`src/rtl/ram_pkg.sv`:
```
// Shared definitions for the ram_n_clr data-memory bank.
//   ram_state_t    : sweep FSM states (CLEAR while zeroing, IDLE when serving commands)
//   DEF_DATA_WIDTH : default word width
//   DEF_ADDR_WIDTH : default address width
//   depth()        : number of words for a given address width
package ram_pkg;

  typedef enum logic {
    CLEAR = 1'b0,
    IDLE  = 1'b1
  } ram_state_t;

  localparam int DEF_DATA_WIDTH = 16;
  localparam int DEF_ADDR_WIDTH = 3;

  function automatic int depth(input int addr_width);
    return 1 << addr_width;
  endfunction

endpackage

```
`src/rtl/ram_clear_seq.sv`:
```
// Zero-sweep sequencer for ram_n_clr.
// Owns the CLEAR/IDLE state register and the sweep address counter.
// Ports:
//   clk, rst_n  : clock, asynchronous active-low reset
//   clear       : sweep request, honoured only in IDLE
//   busy        : high while sweeping; user commands must be ignored
//   sweep_we    : write-enable for the zero write of the current sweep address
//   sweep_addr  : location being zeroed this cycle
//   state       : current FSM state, exported for observation
module ram_clear_seq
  import ram_pkg::*;
#(
  parameter int ADDR_WIDTH = DEF_ADDR_WIDTH
) (
  input  logic                  clk,
  input  logic                  rst_n,
  input  logic                  clear,
  output logic                  busy,
  output logic                  sweep_we,
  output logic [ADDR_WIDTH-1:0] sweep_addr,
  output ram_state_t            state
);

  ram_state_t            state_q, state_d;
  logic [ADDR_WIDTH-1:0] clr_addr_q, clr_addr_d;

  always_ff @(posedge clk or negedge rst_n) begin
    if (!rst_n) begin
      state_q    <= CLEAR;
      clr_addr_q <= '0;
    end else begin
      state_q    <= state_d;
      clr_addr_q <= clr_addr_d;
    end
  end

  // The counter parks on the last address when the sweep ends instead of
  // wrapping; a new sweep explicitly reloads it with zero.
  always_comb begin
    state_d    = state_q;
    clr_addr_d = clr_addr_q;
    case (state_q)
      CLEAR: begin
        if (&clr_addr_q) begin
          state_d = IDLE;
        end else begin
          clr_addr_d = clr_addr_q + 1'b1;
        end
      end
      IDLE: begin
        if (clear) begin
          state_d    = CLEAR;
          clr_addr_d = '0;
        end
      end
      default: begin
        state_d    = CLEAR;
        clr_addr_d = '0;
      end
    endcase
  end

  assign busy       = (state_q == CLEAR);
  assign sweep_we   = busy;
  assign sweep_addr = clr_addr_q;
  assign state      = state_q;

endmodule

```
`src/rtl/ram_n_clr.sv`:
```
// Parametrised register RAM with registered reads and a hardware zero-sweep.
// Depth is 2**ADDR_WIDTH words of DATA_WIDTH bits.
// Ports:
//   clk, rst_n : clock, asynchronous active-low reset
//   address    : word address for load and rd_en
//   in         : write data
//   load       : write enable
//   rd_en      : read request; data appears on out one cycle later
//   clear      : start a zero-sweep of the whole array (IDLE only)
//   out        : registered read data, holds between reads
//   out_valid  : one-cycle strobe marking out as the result of an rd_en
//   busy       : high while the sweep runs; load/rd_en/clear are ignored
// Handshake: no backpressure. A command is taken on any rising edge where
// busy is low; a read's data is valid exactly on the cycle out_valid is high.
module ram_n_clr
  import ram_pkg::*;
#(
  parameter int DATA_WIDTH = DEF_DATA_WIDTH,
  parameter int ADDR_WIDTH = DEF_ADDR_WIDTH
) (
  input  logic                  clk,
  input  logic                  rst_n,
  input  logic [ADDR_WIDTH-1:0] address,
  input  logic [DATA_WIDTH-1:0] in,
  input  logic                  load,
  input  logic                  rd_en,
  input  logic                  clear,
  output logic [DATA_WIDTH-1:0] out,
  output logic                  out_valid,
  output logic                  busy
);

  localparam int DEPTH = depth(ADDR_WIDTH);

  logic [DATA_WIDTH-1:0] mem [DEPTH];

  logic                  sweep_we;
  logic [ADDR_WIDTH-1:0] sweep_addr;
  ram_state_t            state;

  ram_clear_seq #(
    .ADDR_WIDTH (ADDR_WIDTH)
  ) u_clear_seq (
    .clk        (clk),
    .rst_n      (rst_n),
    .clear      (clear),
    .busy       (busy),
    .sweep_we   (sweep_we),
    .sweep_addr (sweep_addr),
    .state      (state)
  );

  // clear wins over same-cycle load/rd_en, so it masks both here.
  logic idle;
  logic user_we;
  logic user_re;
  assign idle    = (state == IDLE);
  assign user_we = idle && load && !clear;
  assign user_re = idle && rd_en && !clear;

  // Write-first: a read colliding with a write returns the new data.
  logic [DATA_WIDTH-1:0] rd_data;
  assign rd_data = (user_we) ? in : mem[address];

  // The array has no reset; the post-reset sweep zeroes it. The sweep port
  // is selected purely by sweep_we so user address/data are never used
  // while busy, whatever their value.
  always_ff @(posedge clk) begin
    if (sweep_we) begin
      mem[sweep_addr] <= '0;
    end else if (user_we) begin
      mem[address] <= in;
    end
  end

  always_ff @(posedge clk or negedge rst_n) begin
    if (!rst_n) begin
      out       <= '0;
      out_valid <= 1'b0;
    end else begin
      out_valid <= user_re;
      if (user_re) begin
        out <= rd_data;
      end
    end
  end

endmodule

```
`config.mk`:
```
export PLATFORM = sky130hd
export DESIGN_NAME = ram_n_clr
export DESIGN_NICKNAME = d
export VERILOG_FILES = /design/src/rtl/ram_pkg.sv /design/src/rtl/ram_clear_seq.sv /design/src/rtl/ram_n_clr.sv
export SDC_FILE = /design/constraint.sdc
export NUM_CORES = 1
export LEC_CHECK = 0
export CAP_MARGIN = 20
export CORE_UTILIZATION = 45
export DETAILED_ROUTE_END_ITERATION = 7
export DONT_BUFFER_PORTS = 1
export GPL_TIMING_DRIVEN = 0
export MAX_ROUTING_LAYER = met4
export PLACE_DENSITY = 0.66
export SLEW_MARGIN = 20
export SYNTH_ARGS = -nofsm -noshare
export SYNTH_HDL_FRONTEND = slang
export SYNTH_SLANG_ARGS = --single-unit
```
`constraint.sdc`:
```
create_clock -name clk -period 2.8 [get_ports clk]
set_input_delay 0.28 -clock clk [delete_from_list [all_inputs] [get_ports clk]]
set_output_delay 0.28 -clock clk [all_outputs]
set_load 0.03 [all_outputs]
```
## After elaboration in Yosys (flattened, before gate mapping)

Memories as Yosys holds them, arrays and structs flattened. A register that Yosys moved wholly into a read port is not among the register bits.
Cells that the tools add are included.

- Logic and storage cells: 30
- Bits in read-only memories: 0
- Bits of input ports: 24
- Memories kept: 1
- RAM bits: 128
- Latch bits: 0
- Register bits: 5
- Output and inout bits: 18

Memory list:

| name | words | bits a word | rd ports | clocked after Yosys merged registers in | wr ports | RTL line | RTL |
|---|---|---|---|---|---|---|---|
| mem | 8 | 16 | 1 | 1 | 1 | ram_n_clr.sv:35 | `logic [DATA_WIDTH-1:0] mem [DEPTH];` |

- Equal/unequal tests: 2
- Add/sub/neg operators: 1
- $mul: 0
- Shift operators: 0
- Divide/modulo/power cells: 0
- Bitwise operators: 1
- Reductions and logical operators: 9
- Multiplexer cells: 13
- Magnitude comparators: 0

Operator list:

| cell | number |
|---|---|
| $mux W16 | 1 |
| $reduce_or A16 Y1 | 1 |
| $mux W3 | 3 |
| $mux W1 | 7 |
| $pmux W3 S2 | 1 |
| $logic_and A1 B1 Y1 | 4 |
| $ne A2 B2 Y1 const B | 2 |
| $add A3 B1 Y3 const B | 1 |
| $reduce_and A3 Y1 | 1 |
| $logic_not A1 Y1 | 2 |
| $pmux W1 S2 | 1 |
| $reduce_and A2 Y1 | 1 |
| $not A1 Y1 | 1 |

## Depth between registers and ports, before layout

Gate-level depths: netlist of the first run.

- Word-level depth: 7
- Mapped depth: 6
- Gate-level depth less buffers: 4

## By module

From an unflattened synthesis of the first run, not the netlist that was laid out.

- Cell total of the unflattened synthesis: 373
- Area total of the unflattened synthesis: 6281.0 um2

Modules (own cells, without submodules):

| module | instances | seq. area each (um2) | cells each | area an instance (um2) |
|---|---|---|---|---|
| ram_n_clr | 1 | 4269.1 | 355 | 6060.8 |
| ram_clear_seq | 1 | 100.1 | 18 | 220.2 |

## Worst setup path after synthesis of the first run

Ideal clock, no wire load.

- Path kind: reg2reg
- Start point: register u_clear_seq.state_q, in the netlist u_clear_seq.state
- End point: memory mem[0][0] (netlist name) (enable)
- Library setup time: 0.409 ns
- Path buffers: 2
- Period minus slack after synthesis: 2.894 ns
- Data required time: 2.391 ns
- Slack: -0.094 ns
- Arrival time: 2.485 ns
- Cell stages (with the launch flop): 6
- Cell sequence: dfrtp_1 > buf_2 > and3b_1 > clkbuf_1 > mux2_2 > nor3_1

- Cells in the longest elaborated chain, start to end: 7
- Elaborated cells on any way between the ends: 9
- Classes of those cells: mux: 6; reduce/logical: 3

Ends and longest elaborated chain:

| element | RTL line | RTL |
|---|---|---|
| from (decl) | ram_clear_seq.sv:24 | `ram_state_t state_q, state_d;` |
| from (signal assigned) | ram_clear_seq.sv:32 | `state_q <= state_d;` |
| $logic_and A1 B1 Y1 (2 in a row) | ram_n_clr.sv:58 | `assign user_we = idle && load && !clear;` |
| $mux W1 | ram_n_clr.sv:71 | `end else if (user_we) begin` |
| $mux W1 | ram_n_clr.sv:69 | `if (sweep_we) begin` |
| $mux W1 (not written as such) | ram_n_clr.sv:72 | `mem[address] <= in;` |
| $reduce_or A16 Y1 (no source line) | -- |  |
| $mux W3 (no source line) / $mux W1 (equally long branches) | -- |  |
| to (decl) | ram_n_clr.sv:35 |  |

Several ways; a longest one is shown, not always the timed one.

## Worst setup path in the final report of the first run

- Start point: register u_clear_seq.state_q, in the netlist u_clear_seq.state
- End point: memory mem[6][6] (netlist name) (enable)

Same word-level chain as after synthesis.

==> results of run 1 <==
[final cells by class]
cell class	count	area [µm²]
buffer	17	109
clock inverter	11	134
timing repair buffer	9	123
sequential	149	4370
fill	1019	6140
tap	176	220
multi-input combinational	149	1630
inverter	2	7.51
clock buffer	21	450
[registers in the layout (all words and copies together) (netlist names)]
register and flops:
mem 128, u_clear_seq.state 1, out 16, out_valid 1
u_clear_seq.sweep_addr 3
[cells by family (layout without fill, tap and decap cells)]
group	after synthesis	after routing	share of synthesized area, %
AO/OA/AOI/OAI	39	39	3.40
XOR/XNOR	4	4	0.577
adder cells (fa/ha/maj)	2	2	0.412
buffers and inverters	19	60	1.90
flip-flops	149	149	71.9
multiplexers	53	53	17.6
AND/OR/NAND/NOR	51	51	4.16
[stage by stage]
| stage | cells | utilization [%] | total power, mW |
|---|---|---|---|
| 2_1_floorplan | 317 | - | 4.76 |
| 3_3_place_gp | 493 | 47.8 | 5.20 |
| 3_5_place_dp | 499 | 48.6 | 5.43 |
| 4_1_cts | 534 | 53.4 | 7.69 |
| 5_1_grt | 534 | 53.4 | 7.97 |
| 6_report | 534 | 53.4 | 7.65 |
[tightest hold or removal path, delay by kind of cell]
family | cells | cell delay (ns)
AND/OR/NAND/NOR | 2 | 0.15
AO/OA/AOI/OAI | 1 | 0.04
[synth_stat cells, types with 2 or more instances]
library cell | instances | area (µm²)
edfxtp_1 | 128 | 3840
a21oi_1 | 33 | 165
mux4_1 | 31 | 815
dfrtp_1 | 21 | 526
nor2_1 | 21 | 78.8
mux2_2 | 18 | 203
and2_1 | 16 | 100
clkbuf_1 | 9 | 33.8
nand2_1 | 8 | 30.0
buf_6 | 5 | 56.3
mux2i_1 | 3 | 30.0
o22ai_1 | 3 | 18.8
xnor2_1 | 3 | 26.3
and3_1 | 2 | 12.5
buf_2 | 2 | 10.0
ha_1 | 2 | 25.0
inv_1 | 2 | 7.51
nor3_1 | 2 | 10.0
[metal layers]
metal / track usage [%] / vias to the layer above / routed length [µm]
li1: - / 1342 / -
met1: 25.3 / 1581 / 5480
met2: 30.1 / 106 / 6060
met3: 6.23 / 15 / 723
met4: 6.49 / 0 / 148
met5: - / - / 0
[repair_timing]
action / CTS / global route
setup endpoints to repair: 87 / 43
endpoints found under the hold margin: 25 / 0
buffers inserted: 0 / 0
pin swaps: 0 / 0
hold buffers: 3 / 0
resized for setup: 4 / 2
[path summary, 6_finish.rpt]
check | start | to | slack (ns) | cells past startpoint
min reg2reg | u_clear_seq.sweep_addr[1] | u_clear_seq.sweep_addr[1] | 0.62 | 2
max reg2reg | u_clear_seq.state | mem[6][6] | 0.08 | 6
min in group asynchronous | rst_n | out[8] | 0.34 | 2
max in group asynchronous | rst_n | out[2] | 2.29 | 2
max | u_clear_seq.state | mem[6][6] | 0.08 | 6
min | clear | out[5] | 0.11 | 3
[power groups by stage]
stage	logic (mW)	registers, mW	clock network (mW)
2_1_floorplan	1.05	3.71	0
3_3_place_gp	1.42	3.78	0
3_5_place_dp	1.63	3.80	0
5_1_grt	1.79	3.82	2.37
6_report	1.65	3.75	2.25
4_1_cts	1.66	3.76	2.27
==> flow_summary_export.csv, run 1 <==
group,metric,value,unit
run_status,status,"completed",
worst_setup_path,cp_max_fo,10,
timing,drv_slew,0,
worst_setup_path,endpoint_kind,"flip-flop",
floorplan,num_rows,42,
final_layout,syn2layout_area_growth,16.0,%
worst_setup_path,critPathMaxStageDelay,0.58,ns
worst_setup_path,start_kind,"flip-flop",
worst_setup_path,cp_slowest_cell,"nor2_2",
floorplan,io_pins,42,
clock_tree,cts_tree,"built",
power,internal_power,5.33,mW
timing,rsz0062_at_grt,"yes",
placement,gp_congestion,0.734,
logic_synthesis,syn_area,6070,µm²
placement,io_buffers,0,
worst_setup_path,crit_chain,"buf_2 -> and3b_1 -> buf_1 -> a21oi_1 -> nor2_2 -> buf_8",
detailed_routing,viasPerCell,5.70,
timing,slew_headroom,40.2,%
worst_setup_path,path_class,"reg2reg",
floorplan,dieArea,14000,µm²
worst_setup_path,crit_family,"buffers and inverters",
worst_setup_path,required,2.92,ns
global_routing,antenna_found_initial,0,
final_layout,antenna_cells,0,
clock_tree,clockRootBuffer,"clkbuf_16",
final_layout,drive_above_1_share,20.1,%
timing,finalSetupTns,0,ns
timing,setup_ws,0.0764,ns
logic_synthesis,synth.distinct_cells,26,
global_routing,groute.usage.overall,19.8,%
power,p_clk_share,29.4,%
clock_tree,path_clk_slew,0.06,ns
logic_synthesis,syn_area_per_cell,19.2,µm²
global_routing,grt-ovfl-total,0,
clock_tree,htreeDepth,4,
hold_path,hp-class,"in2reg",
power,ir_drop,0.431,mV
clock_tree,clkLatencyLatePin,0.42,ns
worst_setup_path,crit_arrival,2.84,ns
timing,period_share,97.3,%
detailed_routing,drt-total-wl,12400,µm
global_routing,grt_pass1_vias,3039,
detailed_routing,initialDrtViolationCount,293,
logic_synthesis,synth_edf_count,128,
run,cap_violations,0,
logic_synthesis,ys_seq_area_share,71.9,%
worst_setup_path,critPathBufInv,3,
logic_synthesis,async_flop_share,14.1,%
detailed_routing,drtPass1Iterations,4,
timing,tightest_slew,0.886,ns
final_layout,mostFrequentLayoutCells,"edfxtp_1, a21oi_1, mux4_1",
detailed_routing,drc,0,
power,swShare,30.3,%
placement,dp_slack,-0.251,ns
clock_tree,cts_max_path_buffers,2,
power,combPwrFrac,21.6,%
power,p_per_area,1090,nW/µm²
floorplan,start_util,46.0,%
timing,fin_hold_ws,0.110,ns
detailed_routing,wl_per_cell,23.2,µm
power,p_seq_share,49.0,%
logic_synthesis,netlist_instances,317,
placement,dpl_cell_area,6410,µm²
clock_tree,cts-buffers-inserted,17,
global_routing,grt_max_degree,22,
power,netSwitchingPower,2.32,mW
floorplan,core,13200,µm²
timing,finalSetupViolCount,0,
global_routing,grt_pass1_wl,18700,µm
logic_synthesis,yosysWarnings,0,
detailed_routing,ant_nets,0,
timing,max_freq,367,MHz
final_layout,fin_nets,371,
final_layout,final_area,7050,µm²
floorplan,die_h,118,µm
timing,skew,0.00755,ns
detailed_routing,vias,3044,
final_layout,final_common_cell,"edfxtp_1",
timing,hold_violations,0,
logic_synthesis,synth.net_count,343,
logic_synthesis,ys_ff_latch,149,
floorplan,fp.dieW,118,µm
logic_synthesis,synth_flop_cell,"edfxtp_1",
power,leakagePower,2.43,nW
placement,hpwl,7770,µm
clock_tree,cts.sinks,149,
timing,layout_min_cycle_time,2.72,ns
No activity file was read; power rests on OpenSTA's default activity.
==> run 2, diff against run 1 <==
PLACE_DENSITY = 0.64   (was 0.66)
TNS_END_PERCENT = 1   (was default)
clock period = 3.5 ns   (was 2.8 ns; I/O delays follow)
==> flow_summary_export.csv, run 2 (synthesis results as in run 1) <==
group,metric,value,unit
run_status,status,"completed",
worst_setup_path,path_class,"reg2reg",
power,combPwrFrac,20.9,%
power,internal_power,4.36,mW
timing,layout_min_cycle_time,3.09,ns
detailed_routing,vias,3016,
clock_tree,htreeDepth,4,
final_layout,largest_reg_flops,128,
detailed_routing,wl_per_cell,23.2,µm
power,power,6.20,mW
timing,tightest_slew,1.08,ns
final_layout,top_register,"mem",
floorplan,start_util,46.0,%
detailed_routing,initialDrtViolationCount,295,
timing,period_share,88.2,%
power,p_clk_share,30.7,%
detailed_routing,drtPass1Iterations,7,
worst_setup_path,required,3.62,ns
floorplan,die_h,118,µm
power,p_seq_share,48.4,%
power,p_per_area,880,nW/µm²
clock_tree,cts_tree,"built",
timing,setup_ws,0.414,ns
final_layout,drive_above_1_share,18.5,%
clock_tree,clockRootBuffer,"clkbuf_16",
timing,hold_violations,0,
timing,drv_slew,0,
final_layout,final_area,7040,µm²
worst_setup_path,cp_max_fo,10,
floorplan,num_rows,42,
power,leakagePower,2.43,nW
worst_setup_path,crit_start,"u_clear_seq.state",
power,ir_drop,0.437,mV
worst_setup_path,crit_arrival,3.21,ns
final_layout,syn2layout_area_growth,16.0,%
hold_path,hp-class,"in2reg",
global_routing,grt-ovfl-total,0,
timing,slew_headroom,28.1,%
placement,dp_cells,500,
final_layout,mostFrequentLayoutCells,"edfxtp_1, a21oi_1, mux4_1",
global_routing,groute.usage.overall,19.8,%
worst_setup_path,start_kind,"flip-flop",
placement,dpl_cell_area,6390,µm²
power,swShare,29.6,%
worst_setup_path,reg2reg_from,"u_clear_seq.state",
detailed_routing,viasPerCell,5.65,
detailed_routing,ant_nets,0,
final_layout,final_common_cell,"edfxtp_1",
final_layout,seq_area,4370,µm²
final_layout,fillers,1019,
timing,skew,0.00997,ns
clock_tree,path_clk_slew,0.06,ns
placement,dp_slack,0.404,ns
timing,rsz0062_at_grt,"no",
global_routing,grt_max_degree,22,
placement,gp_congestion,0.681,
global_routing,grt_pass1_wl,18800,µm
clock_tree,cts.sinks,149,
clock_tree,clkLatencyLatePin,0.41,ns
placement,io_buffers,0,
detailed_routing,drt-total-wl,12400,µm
worst_setup_path,endpoint_kind,"flip-flop",
floorplan,fp.dieW,118,µm
global_routing,antenna_found_initial,1,
timing,fin_hold_ws,0.0170,ns
placement,hpwl,7530,µm
final_layout,multiInputGateArea,1620,µm²
hold_path,min_from,"clear",
floorplan,dieArea,14000,µm²
detailed_routing,drc,0,
timing,finalSetupViolCount,0,
final_layout,fin_nets,371,
global_routing,grt_pass1_vias,3069,
floorplan,io_pins,42,
floorplan,core,13200,µm²
clock_tree,cts-resized-gates,0,
timing,max_freq,324,MHz
clock_tree,cts_max_path_buffers,2,
power,netSwitchingPower,1.83,mW
final_layout,stdcell_count,534,
clock_tree,cts-buffers-inserted,17,
run,cap_violations,0,
## run 2: cell types whose count changed in the layout (fill, tap and decap cells not counted), moves of 2 or more
cell	previous run	this run
clkinv_1	1	6
and3_2	2	0
and3_1	0	2
buf_4	1	5
nor3_2	0	2
clkinv_2	5	0
nor3_4	2	0
bufinv_16	3	5
buf_8	4	2
## run 2: layout make-up
cell class	count	area share, %
diodes	1	0.0355
plain buffers	17	1.53
clock buffers	18	6.09
clock inverters	13	2.66
inverters	2	0.107
multi-input cells	149	23.0
flip-flops and latches	149	62.0
well taps	176	3.13
repair buffers	9	1.44
## run 2: metrics by stage
step	setup TNS [ns]	util, %
6_report	0	53.4
3_5_place_dp	0	48.5
2_1_floorplan	0	-
5_1_grt	0	53.4
4_1_cts	0	53.4
3_3_place_gp	-38.29	47.7
## run 2: per-layer routing
metal	share of wire (%)	track usage [%]	up-vias
li1	-	-	1342
met1	42	26.5	1554
met2	49	29.4	109
met3	8.2	4.87	11
met4	0.92	7.85	0
met5	0	-	-
## run 2: power by group through the flow
stage,sequential [mW],combinational (mW),clock (mW)
2_1_floorplan,2.97,0.837,0
3_3_place_gp,3.03,1.15,0
3_5_place_dp,3.03,1.30,0
4_1_cts,3.00,1.31,1.92
5_1_grt,3.05,1.42,1.99
6_report,3.00,1.30,1.90
## run 2: worst max-delay path, cell delays in order (launching register included)
cell	delay, ns
dfrtp_1	0.32
buf_2	0.18
and3b_1	0.26
clkbuf_1	0.56
mux2_2	0.45
nor3_2	0.57
buf_4	0.29
buf_6	0.16
## run 2: path summary, 6_finish.rpt
check	endpoint	slack, ns	depth (start not counted)
max	mem[0][2]	0.41	7
min	u_clear_seq.sweep_addr[1]	0.02	1
max reg2reg	mem[0][2]	0.41	7
min reg2reg	u_clear_seq.sweep_addr[1]	0.62	2
max in group asynchronous	out[4]	2.97	2
min in group asynchronous	u_clear_seq.sweep_addr[1]	0.37	2
## run 2: what timing repair did
item | 4_1_cts | 5_1_grt
hold endpoints to repair | 21 | 0
hold buffers | 2 | 0
buffers inserted | 0 | 0
